===== src/rtl/mem_port_arbiter.sv =====
// Arbiter sharing one memory port between a fetch and a data requester, one transaction in flight.
// Define ARB_ROUND_ROBIN_EN for round-robin tie breaking; otherwise data has fixed priority.
module mem_port_arbiter #(
    parameter int ADDR_W  = 32,
    parameter int DATA_W  = 32,
    parameter int MEM_LAT = 1
) (
    input  logic              clk,
    input  logic              rst_n,
    input  logic              if_req,
    input  logic [ADDR_W-1:0] if_addr,
    output logic              if_gnt,
    output logic              if_rvalid,
    output logic [DATA_W-1:0] if_rdata,
    input  logic              dm_req,
    input  logic [ADDR_W-1:0] dm_addr,
    input  logic [3:0]        dm_w_en,
    input  logic [DATA_W-1:0] dm_wdata,
    output logic              dm_gnt,
    output logic              dm_rvalid,
    output logic [DATA_W-1:0] dm_rdata,
    output logic              mem_req,
    output logic [ADDR_W-1:0] mem_addr,
    output logic [3:0]        mem_w_en,
    output logic [DATA_W-1:0] mem_wdata,
    input  logic [DATA_W-1:0] mem_rdata,
    output logic              busy
);
    typedef enum logic {IDLE = 1'b0, BUSY = 1'b1} state_t;
    localparam logic [2:0] LAT = 3'(MEM_LAT);

    state_t            state_q, state_d;
    logic [2:0]        cnt_q, cnt_d;
    logic              owner_q, owner_d;
    logic              is_read_q, is_read_d;
    logic [ADDR_W-1:0] mem_addr_q;
    logic [DATA_W-1:0] if_rdata_q, dm_rdata_q;
    logic              can_grant, dm_wins, complete;

`ifdef ARB_ROUND_ROBIN_EN
    // last_grant_q = 1 when data won the most recent grant
    logic last_grant_q;
    always_ff @(posedge clk or negedge rst_n) begin
        if (!rst_n)
            last_grant_q <= 1'b0;
        else if (if_gnt || dm_gnt)
            last_grant_q <= dm_gnt;
    end
    assign dm_wins = dm_req && (!if_req || !last_grant_q);
`else
    assign dm_wins = dm_req;
`endif

    // Grants are gated by rst_n so nothing is issued while reset is held.
    assign can_grant = (state_q == IDLE) && rst_n;
    assign complete  = (state_q == BUSY) && (cnt_q == 3'd1);

    always_ff @(posedge clk or negedge rst_n) begin
        if (!rst_n) begin
            state_q    <= IDLE;
            cnt_q      <= 3'd0;
            owner_q    <= 1'b0;
            is_read_q  <= 1'b0;
            mem_addr_q <= '0;
            if_rdata_q <= '0;
            dm_rdata_q <= '0;
        end else begin
            state_q    <= state_d;
            cnt_q      <= cnt_d;
            owner_q    <= owner_d;
            is_read_q  <= is_read_d;
            mem_addr_q <= mem_addr;
            if_rdata_q <= if_rdata;
            dm_rdata_q <= dm_rdata;
        end
    end

    always_comb begin
        state_d   = state_q;
        cnt_d     = cnt_q;
        owner_d   = owner_q;
        is_read_d = is_read_q;
        case (state_q)
            IDLE: begin
                if (if_gnt || dm_gnt) begin
                    state_d   = BUSY;
                    cnt_d     = LAT;
                    owner_d   = dm_gnt;
                    is_read_d = if_gnt || (dm_w_en == 4'b0000);
                end
            end
            BUSY: begin
                cnt_d = cnt_q - 3'd1;
                if (cnt_q <= 3'd1)
                    state_d = IDLE;
            end
            default: state_d = IDLE;
        endcase
    end

    always_comb begin
        dm_gnt    = can_grant && dm_wins;
        if_gnt    = can_grant && if_req && !dm_wins;
        mem_req   = if_gnt || dm_gnt;
        mem_addr  = mem_addr_q;
        mem_w_en  = 4'b0000;
        mem_wdata = '0;
        if (dm_gnt) begin
            mem_addr  = dm_addr;
            mem_w_en  = dm_w_en;
            mem_wdata = dm_wdata;
        end else if (if_gnt) begin
            mem_addr  = if_addr;
        end
        if_rvalid = complete && is_read_q && !owner_q;
        dm_rvalid = complete && is_read_q && owner_q;
        if_rdata  = if_rvalid ? mem_rdata : if_rdata_q;
        dm_rdata  = dm_rvalid ? mem_rdata : dm_rdata_q;
        busy      = (state_q == BUSY);
    end
endmodule

===== config.mk =====
export PLATFORM = sky130hd
export DESIGN_NAME = mem_port_arbiter
export DESIGN_NICKNAME = d
export VERILOG_FILES = /design/src/rtl/mem_port_arbiter.sv
export SDC_FILE = /design/constraint.sdc
export NUM_CORES = 1
export LEC_CHECK = 0
export BUFFER_PORTS_ARGS = -buffer_cell sky130_fd_sc_hd__buf_2
export CAP_MARGIN = 25
export CORE_ASPECT_RATIO = 0.7
export CORE_MARGIN = 5
export CORE_UTILIZATION = 43
export CTS_CLUSTER_DIAMETER = 60
export CTS_CLUSTER_SIZE = 25
export DETAILED_ROUTE_END_ITERATION = 8
export GPL_TIMING_DRIVEN = 0
export MAX_ROUTING_LAYER = met4
export PLACE_DENSITY = 0.88
export SYNTH_ARGS = -nofsm -noshare
export SYNTH_HDL_FRONTEND = slang
export SYNTH_SLANG_ARGS = --single-unit

===== constraint.sdc =====
create_clock -name clk -period 2.1 [get_ports clk]
set_input_delay 0.315 -clock clk [delete_from_list [all_inputs] [get_ports clk]]
set_output_delay 0.315 -clock clk [all_outputs]
set_load 0.05 [all_outputs]

==> impl_metrics.env <==
export IMPL_run_status="finished, violations left"
export IMPL_violations="negative setup slack"
export IMPL_dieArea_um2=12700
export IMPL_die_w_um=133
export IMPL_syn_avg_cell_area_um2=13.1
export IMPL_syn_area_um2=4520
export IMPL_path_clk_slew_ps=70
export IMPL_yosys_warnings=0
export IMPL_hp_class="in2async"
export IMPL_grt_pass1_wl_um=26600
export IMPL_clock_sinks=102
export IMPL_first_pass_iters=5
export IMPL_clockBufferDepth=2
export IMPL_drt_antenna_violating_nets=0
export IMPL_tightestPinTransition_ps=354
export IMPL_cap_violations=0
export IMPL_core_area_um2=10300
export IMPL_num_rows=31
export IMPL_clock_skew_ps=8.80
export IMPL_overflow=0
export IMPL_syn2layout_area_growth_pct=97.7
export IMPL_insertion_delay_ps=340
export IMPL_yosys_top_cells_area="dfrtp_1, mux2_4, mux2_2"
export IMPL_antenna_found_initial=2
export IMPL_synth_fp_nets=484
export IMPL_reg2reg_from="cnt_q[1]"
export IMPL_p_leak_nw=4.48
export IMPL_drt_iter0_drc=256
export IMPL_boundaryPins=274
export IMPL_rsz0062_at_grt="yes"
export IMPL_finalInstanceArea_um2=8940
export IMPL_fin_ws_ps=-382
export IMPL_wl_per_cell_um=24.1
export IMPL_worst_setup_path_start_kind="flip-flop"
export IMPL_fmax_mhz=403
export IMPL_setup_viol=99
export IMPL_drc=0
export IMPL_port_buffers=273
export IMPL_clock_tree_root_cell="clkbuf_16"
export IMPL_timing_slew_headroom_pct=76.2
export IMPL_cp_end_kind="output port"
export IMPL_grt_start_max_net_pins=38
export IMPL_post_place_ws_ps=-754
export IMPL_grt_usage_pct=28.1
export IMPL_vias_per_cell=5.27
export IMPL_numCtsBuffers=9
export IMPL_gp_congestion=0.920
export IMPL_startpoint="cnt_q[1]"
export IMPL_ys_seq_elements=102
export IMPL_powerDensity_nw_per_um2=1830
export IMPL_crit_chain="inv_2, ha_4, and4b_1, nor2b_4, buf_12, clkbuf_16, mux2_4, buf_8"
export IMPL_syn_inst=346
export IMPL_synth_top_area_share_pct=56.4
export IMPL_path_class="reg2out"
export IMPL_drv_slew=0
export IMPL_timing_final_crit_period_ps=2480
export IMPL_finalCritPeriodShare_pct=118
export IMPL_timing_hold_ws_ps=12.7
export IMPL_critPathMaxFanout=8
export IMPL_n_fill_cell=421
export IMPL_cp_slowest_cell="dfrtp_1"
export IMPL_synth_top_area_cell="dfrtp_1"
export IMPL_first_global_vias=4792
export IMPL_synthDistinctLibCells=32
export IMPL_final_nets=835
export IMPL_cp_data_arrival_time_ps=2170
export IMPL_vdd_drop_max_mv=1.59
export IMPL_start_util_pct=43.8
export IMPL_htreeDepth=3
export IMPL_num_vias=4403
export IMPL_routed_wl_um=20200
export IMPL_final_hold_violation_count=0
export IMPL_cts_tree="built"
export IMPL_critPathRequiredTime_ps=1780
export IMPL_dp_hpwl_um=10100
export IMPL_final_core_util_pct=86.6
export IMPL_ys_seq_area_share_pct=56.4
export IMPL_placed_cell_area_um2=6260
export IMPL_die_h_um=95.8
export IMPL_drive_gt1_share_pct=74.4
export IMPL_critPathMaxStageDelay_ps=410
export IMPL_finalSetupTns_ps=-30240
[worst max-delay path, delay by kind of cell, from the launching register on]
kind / cells / cell delay [ps]
simple gates: 2 / 380
flops: 1 / 410
buf+inv: 4 / 580
fa+ha+maj: 1 / 130
mux: 1 / 320
[layout make-up]
class	instances	area, um2	area share, %
well taps	132	165	1.85
plain buffers	18	274	3.07
repair buffers	344	3150	35.2
clock inverters	4	76.3	0.854
flip-flops and latches	102	2550	28.6
clock buffers	12	256	2.87
diodes	2	5.00	0.0560
inverters	36	140	1.57
multi-input cells	186	2320	26.0
[through the flow]
stage / power [mW] / std cells
floorplan: 9.00 / 346
finish: 16.4 / 836
global placement: 10.4 / 751
CTS: 15.3 / 804
global route: 16.9 / 836
detailed placement: 10.6 / 752
[report_power, final]
part           switching [mW]  leakage [nW]  internal [mW]
Clock                   0.742         0.159           1.12
Sequential              0.435          1.24           2.90
Combinational            6.47          3.07           4.71
Total                    7.64          4.48           8.73
[sequential cells by signal (all words and copies together) (netlist names)]
signal / flops
dm_rdata_q: 32
if_rdata_q: 32
mem_addr_q: 32
cnt_q: 3
busy: 1
is_read_q: 1
owner_q: 1
[cells in the mapped netlist]
master	n
nand2_2	1
o31ai_1	1
o21ba_2	1
and2_1	36
nor2b_4	1
dfrtp_1	102
ha_1	2
a22oi_1	32
nor2_1	1
mux2_4	29
buf_6	5
o21ai_1	15
nor2b_1	1
and3b_2	1
mux2_2	35
nor4_1	2
inv_1	35
nor2_4	1
a21o_1	1
a21oi_1	1
and4bb_1	1
xor2_1	1
or2b_1	1
nand2_1	2
a211o_1	1
clkbuf_8	2
and4b_1	1
inv_2	1
clkbuf_1	3
buf_2	9
buf_12	3
o21ai_0	18
[logic make-up (layout without fill, tap and decap cells)]
logic type / Yosys count / after routing / share of synthesized area, %
flops: 102 / 102 / 56.4
simple gates: 49 / 49 / 7.22
compound gates: 70 / 70 / 9.82
mux: 64 / 64 / 18.3
other cells: 0 / 2 / 0
buf+inv: 58 / 414 / 7.42
xor+xnor: 1 / 1 / 0.194
fa+ha+maj: 2 / 2 / 0.553
[per-layer routing]
layer	part of all wire (%)	global-route usage (%)	vias up
met4	3.0	9.00	0
met1	36	32.0	2175
met5	0	-	-
li1	-	-	1881
met2	52	49.3	288
met3	8.5	7.73	59
[repair_timing]
action                                  4_1_cts  5_1_grt
hold endpoints to repair                     37        0
pin swaps                                    11       22
endpoints found under the setup margin      137      137
gates cloned                                  7        3
buffers inserted                             26       34
resized for setup                           398       65
hold buffers                                  3        0
[layout by cell type (no fill, tap or decap), types with 2 or more instances in the layout]
cell type and count:
mux2_4 64, buf_4 75, bufinv_16 2, diode_2 2, and2_2 8, nand2_1 2, buf_2 136, clkbuf_8 3
a22oi_2 32, buf_8 51, and2_1 28, buf_16 3, clkbuf_4 5, buf_12 17, buf_6 67, clkbuf_16 15
inv_1 34, o21ai_4 32, dfrtp_1 101, nor4_1 2
[worst paths after layout]
check                            endpoint  cells past startpoint  slack [ps]
hold / removal             mem_addr_q[13]                      3          10
setup / recovery             if_rdata[12]                      8        -380
hold reg to reg            if_rdata_q[16]                      1         510
min in group clk           mem_addr_q[14]                      3         230
max in group asynchronous   dm_rdata_q[0]                      2        1860
setup reg to reg            if_rdata_q[8]                      9          90
Note: power is estimated with default switching activity, not from simulation.
